===== config.mk =====
export PLATFORM = sky130hd
export DESIGN_NAME = alu_op_sequencer
export DESIGN_NICKNAME = d
export VERILOG_FILES = /design/src/rtl/alu_op_sequencer.sv
export SDC_FILE = /design/constraint.sdc
export NUM_CORES = 1
export LEC_CHECK = 0
export CAP_MARGIN = 30
export CORE_ASPECT_RATIO = 1.1
export CORE_MARGIN = 2
export CORE_UTILIZATION = 44
export CTS_CLUSTER_DIAMETER = 200
export DETAILED_ROUTE_END_ITERATION = 12
export PLACE_DENSITY_LB_ADDON = 0.25
export SLEW_MARGIN = 20
export SYNTH_ARGS = -nofsm -noshare
export SYNTH_HDL_FRONTEND = slang
export SYNTH_SLANG_ARGS = --single-unit
export TNS_END_PERCENT = 50

===== constraint.sdc =====
create_clock -name clk -period 2.5 [get_ports clk]
set_input_delay 0.5 -clock clk [delete_from_list [all_inputs] [get_ports clk]]
set_output_delay 0.5 -clock clk [all_outputs]
set_load 0.005 [all_outputs]

===== src/rtl/alu_op_sequencer.sv =====
// alu_op_sequencer: control-side initiator for the datapath ALU.
// Takes an encoded operation request and pulses the matching one-hot ALU
// strobe. It then captures the ALU's registered 64-bit result into zhi/zlo.
// Optional divide support is compiled in with `define ALU_SEQ_DIV_EN.
//
// Handshake: the control unit raises start with a legal opcode while busy=0.
// The request is accepted at that clock edge and busy rises in the next cycle.
// busy stays high until the cycle after done. A start seen while busy=1 is
// dropped, not queued. An illegal opcode is answered with a one-cycle err
// pulse and no strobe.
module alu_op_sequencer #(
  parameter int DIV_LAT = 40
) (
  input  logic        clk,
  input  logic        clr_n,
  input  logic        start,
  input  logic [3:0]  opcode,
  output logic [12:0] op_oh,
  input  logic [63:0] alu_c,
  input  logic        div_ready,
  output logic        busy,
  output logic        done,
  output logic        err,
  output logic [31:0] zhi,
  output logic [31:0] zlo,
  output logic [2:0]  dbg_state
);

  typedef enum logic [2:0] {
    S_IDLE    = 3'd0,
    S_ISSUE   = 3'd1,
`ifdef ALU_SEQ_DIV_EN
    S_DIVWAIT = 3'd2,
`endif
    S_CAPTURE = 3'd3,
    S_DONE    = 3'd4
  } state_t;

  localparam logic [3:0] OP_DIV    = 4'd5;
  localparam logic [3:0] OP_LAST   = 4'd12;

  state_t      state_q;
  logic [12:0] op_oh_q;
  logic        busy_q;
  logic        done_q;
  logic        err_q;
  logic [31:0] zhi_q;
  logic [31:0] zlo_q;
  logic        legal_d;

`ifdef ALU_SEQ_DIV_EN
  localparam logic [5:0] WAIT_LIMIT = 6'(DIV_LAT - 1);
  logic        is_div_q;
  logic        timeout_q;
  logic [5:0]  wait_cnt_q;
  logic        unused_ok;
  assign unused_ok = 1'b0;
`else
  // Divide path not built: div_ready and DIV_LAT are intentionally unused.
  logic        unused_ok;
  assign unused_ok = div_ready ^ (DIV_LAT == 0);
`endif

  // Decode which opcodes this build accepts.
  always_comb begin
    legal_d = (opcode <= OP_LAST);
`ifndef ALU_SEQ_DIV_EN
    if (opcode == OP_DIV) legal_d = 1'b0;
`endif
  end

  // Sequencer FSM with all outputs registered.
  always_ff @(posedge clk or negedge clr_n) begin
    if (!clr_n) begin
      state_q    <= S_IDLE;
      op_oh_q    <= '0;
      busy_q     <= 1'b0;
      done_q     <= 1'b0;
      err_q      <= 1'b0;
      zhi_q      <= '0;
      zlo_q      <= '0;
`ifdef ALU_SEQ_DIV_EN
      is_div_q   <= 1'b0;
      timeout_q  <= 1'b0;
      wait_cnt_q <= '0;
`endif
    end else begin
      done_q <= 1'b0;
      err_q  <= 1'b0;
      case (state_q)
        S_IDLE: begin
          if (start) begin
            if (legal_d) begin
              state_q <= S_ISSUE;
              op_oh_q <= 13'b1 << opcode;
              busy_q  <= 1'b1;
`ifdef ALU_SEQ_DIV_EN
              is_div_q  <= (opcode == OP_DIV);
              timeout_q <= 1'b0;
`endif
            end else begin
              err_q <= 1'b1;
            end
          end
        end
        S_ISSUE: begin
`ifdef ALU_SEQ_DIV_EN
          if (is_div_q) begin
            // Strobe stays high while the divider works.
            state_q    <= S_DIVWAIT;
            wait_cnt_q <= '0;
          end else begin
            state_q <= S_CAPTURE;
            op_oh_q <= '0;
          end
`else
          state_q <= S_CAPTURE;
          op_oh_q <= '0;
`endif
        end
`ifdef ALU_SEQ_DIV_EN
        S_DIVWAIT: begin
          if (div_ready) begin
            // Ready at the limit still counts as success.
            state_q <= S_CAPTURE;
            op_oh_q <= '0;
          end else if (wait_cnt_q == WAIT_LIMIT) begin
            state_q   <= S_CAPTURE;
            op_oh_q   <= '0;
            timeout_q <= 1'b1;
          end else begin
            wait_cnt_q <= wait_cnt_q + 6'd1;
          end
        end
`endif
        S_CAPTURE: begin
          zhi_q   <= alu_c[63:32];
          zlo_q   <= alu_c[31:0];
          done_q  <= 1'b1;
`ifdef ALU_SEQ_DIV_EN
          err_q   <= timeout_q;
`endif
          state_q <= S_DONE;
        end
        S_DONE: begin
          state_q <= S_IDLE;
          busy_q  <= 1'b0;
        end
        default: begin
          state_q <= S_IDLE;
          op_oh_q <= '0;
          busy_q  <= 1'b0;
        end
      endcase
    end
  end

  assign op_oh     = op_oh_q;
  assign busy      = busy_q;
  assign done      = done_q;
  assign err       = err_q;
  assign zhi       = zhi_q;
  assign zlo       = zlo_q;
  assign dbg_state = state_q;

endmodule

## Word level (Yosys, flattened, before mapping)

Index checks and enable logic that the tools add are counted.

- Output and inout bits: 83
- Flip-flop bits (word level): 83
- Input bits: 72

- Shift-type cells: 1
- Multiplexer cells: 14
- Reduce and logical (&&, ||, !) cells: 6
- $lt $le $gt $ge: 1
- Equal/unequal tests: 6
- Bitwise logic cells: 2

Operators with widths:

| operator | count |
|---|---|
| two-way mux 13 bit | 2 |
| one-hot mux 13 bit (2 select lines) | 1 |
| << shifter 1 x 4 -> 13 bit, first input constant | 1 |
| one-hot mux 3 bit (3 select lines) | 1 |
| two-way mux 1 bit | 7 |
| two-way mux 3 bit | 2 |
| AND reduction 3 bit | 2 |
| equality test 4 x 3 -> 1 bit, second input constant | 1 |
| less-or-equal comparator 4 bit, second input constant | 1 |
| != test 2 bit, second input constant | 2 |
| OR reduction 2 bit | 2 |
| equality test 3 x 1 -> 1 bit, second input constant | 1 |
| equality test 3 x 2 -> 1 bit, second input constant | 1 |
| equality test 3 bit, second input constant | 1 |
| zero test 3 bit | 1 |
| NOT 1 bit | 2 |
| one-hot mux 1 bit (2 select lines) | 1 |
| AND reduction 2 bit | 1 |

## Depth between registers and ports, before layout

Gate-level depths: netlist of the first run.

- Depth in word-level cells: 5
- Gate-level depth with buffers: 7

## Worst setup path before layout of the first run

Ideal clock, no wire load.

- Kind: input to register
- From: input opcode[1]
- To: register op_oh_q[0], in the netlist op_oh[0]
- Data required time: 2,378 ps
- Cell stages on the path: 4
- Path slack: 930 ps
- Data arrival time: 1,449 ps
- Path through: mux2_4 > a221o_1 > buf_6 > a32o_1

- Word-level cells in the longest chain between the ends: 4
- Elaborated cells between the ends (all ways): 9
- Those cells by class: order compare (1); eq/ne (2); shift (1); mux (4); reduce/logical (1)

RTL lines:

| item | line | RTL |
|---|---|---|
| start, declared | 17 | `input logic [3:0] opcode,` |
| less-or-equal comparator 4 bit, or another cell as far along | 66 | `legal_d = (opcode <= OP_LAST);` |
| two-way mux 1 bit or two-way mux 13 bit (tied branches) | 68, 93 |  |
| != test 2 bit (no source line) or two-way mux 13 bit (tied branches) | n/a |  |
| AND reduction 3 bit (no source line) or one-hot mux 13 bit (2 select lines) (tied branches) | n/a |  |
| end signal, assigned | 95 | `op_oh_q <= 13'b1 << opcode;` |
| end, declared | 43 | `logic [12:0] op_oh_q;` |

Several ways; a longest one is shown, not always the timed one. The select of a mux whose other input is x is not followed.
A chain may end at the register's enable or synchronous reset.

## Worst setup path after layout of the first run

- From: register state_q[1], in the netlist dbg_state[1]
- To: output dbg_state[1]

RTL lines:

| item | line | RTL |
|---|---|---|
| start, declared | 42 | `state_t state_q;` |
| start signal, assigned | 75 | `state_q <= S_IDLE;` |
| start signal, assigned | 94 | `state_q <= S_ISSUE;` |
| start signal, assigned | 117 | `state_q <= S_CAPTURE;` |
| end, declared | 26 | `output logic [2:0] dbg_state` |

No word-level cell between the ends.

==> impl_metrics.ini, run 1 <==
[cells_and_area]
final_area_mm2 = 0.00501
final_common_cell = nand2_1
antenna_cells = 0
num-fill-cells = 524
area_growth_pct = 55.8
drive_above_1_share_pct = 4.67
fin_util_pct = 71.2
regArea_mm2 = 0.00208
nets = 560
final_cell_mix = 192 x nand2_1, 152 x clkdlybuf4s50_1, 83 x dfrtp_1
multi_input_area_mm2 = 0.00103

[grt]
track_usage_pct = 21.2
first_global_vias = 2830
grt_first_pass_wirelength_um = 13400
antenna_found_initial = 0
grt_max_degree = 58
grt-ovfl-total = 0

[die]
core_area_mm2 = 0.00705
die_w_um = 85.5
row_count = 32
start_util_pct = 45.7
boundaryPins = 155
die_area_mm2 = 0.00801
die_y_um = 93.7

[worst_setup_path]
critPathTopFamily = buffers and inverters
cp_data_arrival_time_ns = 1.48
crit_path_max_fanout = 11
path_buf_inv = 1
cp-end-kind = output port
slowest_stage = clkdlybuf4s50_1
startpoint_type = flip-flop
worst-endpoint-required_ns = 2.00
crit_path_max_incr_delay_ns = 0.59
critical_path_class = flip-flop to output port
crit_chain = clkdlybuf4s50_1

[synth]
ys_seq_elements = 83
avgSynthCellArea_um2 = 9.52
synthesis.nets = 410
synth_cell_types = 27
synthXorXnorAreaFrac_pct = 0
synthCells = 338
yosys.area_share.adder_pct = 0
synth-simple-area-share_pct = 25.9
synth_compound_area_share_pct = 5.83
synth_top_area_share_pct = 64.5
synth_area_mm2 = 0.00322
synth.mux.area_fraction_pct = 0.467
yosysSeqAreaShare_pct = 64.5
synth_top_area_cell = dfrtp_1
yosys_warnings = 0
synth_top_family_by_area = simple AND/OR/NAND/NOR gates
synth.area.top_cells = dfrtp_1 65%, nand2_1 22%, a32o_1 2.5%

[timing]
whs_ns = 0.157
fin_crit_ns = 1.98
final_hold_viol_count = 0
tns_ns = 0
finalCritPeriodShare_pct = 79.1
rsz0062_at_grt = false
max_freq_ghz = 0.506
finClkSkew_ns = 0.0118
max_slew_margin_pct = 58.2
setup_viol = 0
finalMaxSlewViolations = 0
tightestPinTransition_ns = 0.623

[clocking]
cts_sinks = 83
path_clk_slew_ns = 0.08
cts_setup_buffers = 0
cts_buffers = 9
cts_tree = built
ctsResizeCount = 0
cts_htree_levels = 3
hold_buffers = 0
clockBufferDepth = 2
cts_root_buffer = clkbuf_8
insertion_delay_ns = 0.34

[placement]
post_dp_cell_area_mm2 = 0.00481
gp_congestion = 0.766
io_buffers = 153
dp_hpwl_um = 5750

[power_and_ir_drop]
p_comb_share_pct = 42.0
irDropWorstVdd_uv = 618
pwr-share-clk_pct = 17.8
powerDensity_mw_per_mm2 = 1110
seqPwrFrac_pct = 40.2
netSwitchingPower_w = 0.00175
p_total_w = 0.00555
p_int_w = 0.00379
switching_share_pct = 31.6
leakagePower_nw = 2.42

[job]
max_cap_viol_count = 0

[route]
dr.pass1.iters = 4
viasPerCell = 4.81
drc = 0
wirelength_um = 8170
ant_nets = 0
vias = 2778
drtIter0Drc = 131
wl_per_cell_um = 14.1

[worst_hold_path]
hp-class = primary input to async pin

[run_status]
status = finished clean
layer usage:
metal / global-route usage [%] / routed length (um)
met1: 26.1 / 3340
met2: 35.4 / 4090
met3: 5.45 / 527
met5: 0 / 0
met4: 8.99 / 213
path summary, 6_finish.rpt:
kind | depth (start not counted) | to | from | slack (ns)
min in group clk | 2 | zlo[28]$_DFFE_PN0P_ | zlo[28]$_DFFE_PN0P_ | 0.47
max in group asynchronous | 2 | op_oh[2]$_DFFE_PN0P_ | clr_n | 1.71
setup / recovery | 1 | dbg_state[1] | dbg_state[1]$_DFFE_PN0P_ | 0.52
setup reg to reg | 5 | zhi[18]$_DFFE_PN0P_ | dbg_state[0]$_DFFE_PN0P_ | 0.66
hold reg to reg | 2 | zlo[28]$_DFFE_PN0P_ | zlo[28]$_DFFE_PN0P_ | 0.47
hold / removal | 1 | zlo[16]$_DFFE_PN0P_ | clr_n | 0.16
sequential cells by signal, summed over array words and instances (netlist names):
signal,cells
err,1
op_oh,13
zlo,32
busy,1
zhi,32
dbg_state,3
done,1
Yosys cell counts, drive strengths merged:
cell type and number:
nand2 192, dfrtp 83, buf 11, a32o 8
clkbuf 7, inv 5, nor2 5, o21ai 5
o32ai 4, and3 3, nand3b 2, nor3 2
a21boi 1, a21oi 1, a221o 1, a221oi 1
a22o 1, and3b 1, mux2 1, nand2b 1
nor3b 1, nor4b 1, o21a 1
power groups by stage:
stage / clock [W] / sequential, W / combinational [W]
detailed placement: 0 / 0.00225 / 0.00235
finish: 0.000989 / 0.00223 / 0.00233
global placement: 0 / 0.00223 / 0.00229
global route: 0.00107 / 0.00231 / 0.00258
CTS: 0.00101 / 0.00223 / 0.00237
floorplan: 0 / 0.00226 / 0.000873
layout make-up:
| type | instances | share of cell area [%] |
|---|---|---|
| Clock inverter | 1 | 0.599 |
| Inverter | 5 | 0.374 |
| Clock buffer | 15 | 3.52 |
| Tap cell | 85 | 2.12 |
| Timing Repair Buffer | 157 | 31.3 |
| Multi-Input combinational cell | 232 | 20.6 |
| Sequential cell | 83 | 41.4 |
logic make-up after synthesis:
logic type	after synthesis
buffers and inverters	23
muxes	1
DFF	83
AOI/OAI and AO/OA	23
and+or+nand+nor	208
stage by stage:
stage	std cells	setup WS, ns
after floorplan	338	0.930
after global placement	562	0.303
after detailed placement	562	0.279
after CTS	578	0.495
after global routing	578	0.423
final	578	0.523
(Power assumes the default switching activity.)
==> inputs of run 2 (changes only) <==
--- a/config.mk
+++ b/config.mk
@@ -8,7 +8,7 @@
 export CAP_MARGIN = 30
 export CORE_ASPECT_RATIO = 1.1
 export CORE_MARGIN = 2
-export CORE_UTILIZATION = 44
+export CORE_UTILIZATION = 41
 export CTS_CLUSTER_DIAMETER = 200
 export DETAILED_ROUTE_END_ITERATION = 12
 export PLACE_DENSITY_LB_ADDON = 0.25
==> constraint.sdc (replaced) <==
create_clock -name clk -period 2 [get_ports clk]
set_input_delay 0.4 -clock clk [delete_from_list [all_inputs] [get_ports clk]]
set_output_delay 0.4 -clock clk [all_outputs]
set_load 0.005 [all_outputs]
==> impl_metrics.ini, run 2 (same netlist as run 1, synthesis figures left out) <==
[clocking]
cts_htree_levels = 3
insertion_delay_ns = 0.35
cts_setup_buffers = 0
clockBufferDepth = 2
cts_buffers = 9
cts_root_buffer = clkbuf_8
cts_tree = built
cts_sinks = 83
hold_buffers = 0
path_clk_slew_ns = 0.09
ctsResizeCount = 0

[route]
drtIter0Drc = 132
drc = 0
wl_per_cell_um = 14.0
vias = 2829
ant_nets = 0
viasPerCell = 4.68
dr.pass1.iters = 4
wirelength_um = 8440

[die]
die_area_mm2 = 0.00857
boundaryPins = 155
start_util_pct = 42.8
core_area_mm2 = 0.00751
row_count = 33
die_w_um = 88.5
die_y_um = 96.9

[grt]
grt_first_pass_wirelength_um = 13600
grt_max_degree = 41
antenna_found_initial = 0
grt-ovfl-total = 0
first_global_vias = 2815
track_usage_pct = 20.3

[worst_setup_path]
path_buf_inv = 1
slowest_stage = dfrtp_1
r2r-start = dbg_state[1]$_DFFE_PN0P_
crit_chain = clkdlybuf4s50_1
startpoint_type = flip-flop
r2r-end = op_oh[9]$_DFFE_PN0P_
crit_path_max_incr_delay_ns = 0.61
r2r_slack_ns = 0.40
crit_path_max_fanout = 11
startpoint = dbg_state[1]$_DFFE_PN0P_
worst_r2r_path_depth = 3
critical_path_class = flip-flop to output port
cp-end-kind = output port
cp_data_arrival_time_ns = 1.53
worst-endpoint-required_ns = 1.60
crit_cells = 1
critPathTopFamily = flip-flops

[worst_hold_path]
hp-class = primary input to async pin

[power_and_ir_drop]
powerDensity_mw_per_mm2 = 1390
irDropWorstVdd_uv = 720
seqPwrFrac_pct = 39.2
p_total_w = 0.00714
switching_share_pct = 31.6
pwr-share-clk_pct = 19.0
p_int_w = 0.00488
p_comb_share_pct = 41.8
netSwitchingPower_w = 0.00226
leakagePower_nw = 2.47

[timing]
tightestPinTransition_ns = 0.656
finalCritPeriodShare_pct = 96.7
finalMaxSlewViolations = 0
max_slew_margin_pct = 56.0
rsz0062_at_grt = false
tns_ns = 0
fin_crit_ns = 1.93
whs_ns = -0.00930
finClkSkew_ns = 0.00982
setup_viol = 0
setup_ws_ns = 0.0670
final_hold_viol_count = 8
max_freq_ghz = 0.517

[cells_and_area]
fin_util_pct = 68.4
area_growth_pct = 59.7
drive_above_1_share_pct = 6.40
num-fill-cells = 609
antenna_cells = 0
final_cell_mix = 192 x nand2_1, 152 x clkdlybuf4s50_1, 83 x dfrtp_1
nets = 567
final_common_cell = nand2_1

[job]
max_cap_viol_count = 0

[placement]
gp_congestion = 0.820
io_buffers = 153
post-place-ws_ns = -0.0865
dp_hpwl_um = 5950

[run_status]
status = finished with violations
violations = negative hold slack
==> run 2: worst reg2reg max path, delay by kind of cell, from the launching register on <==
family	cells	cell delay [ns]
AO/OA/AOI/OAI	2	0.70
AND/OR/NAND/NOR	1	0.23
flip-flops	1	0.61
==> run 2: final cells by class <==
type | instances | area (um^2) | share of cell area [%]
flip-flops and latches | 83 | 2080 | 40.4
inverters | 5 | 18.8 | 0.365
multi-input cells | 232 | 1030 | 20.1
well taps | 105 | 131 | 2.56
clock buffers | 12 | 155 | 3.02
repair buffers | 164 | 1650 | 32.1
clock inverters | 4 | 72.6 | 1.41
==> run 2: power by group through the flow <==
stage / clock network (W) / logic [W] / registers [W]
floorplan: 0 / 0.00109 / 0.00282
global placement: 0 / 0.00292 / 0.00279
detailed placement: 0 / 0.00301 / 0.00282
CTS: 0.00138 / 0.00303 / 0.00280
global route: 0.00146 / 0.00331 / 0.00289
finish: 0.00136 / 0.00298 / 0.00280
==> run 2: worst max path at each step <==
stage / end / slack, ns
floorplan: op_oh[0]$_DFFE_PN0P_ / 0.53
finish: dbg_state[1] / 0.07
global placement: op_oh[4]$_DFFE_PN0P_ / -0.04
global route: dbg_state[1] / 0.01
CTS: dbg_state[0] / 0.07
detailed placement: op_oh[9]$_DFFE_PN0P_ / -0.09
==> run 2: per-layer routing <==
layer  vias to the layer above  wire length, um  GRT usage (%)
li1                       1384                -              -
met1                      1317             3450           25.9
met2                       107             4080           31.3
met3                        21              653           6.14
met4                         0              252           9.91
met5                         -                0              0
==> run 2: metrics by stage <==
stage,instance area (um^2),instances
2_1_floorplan,3220,338
3_3_place_gp,4910,589
3_5_place_dp,4910,589
4_1_cts,5140,605
5_1_grt,5140,605
6_report,5140,605
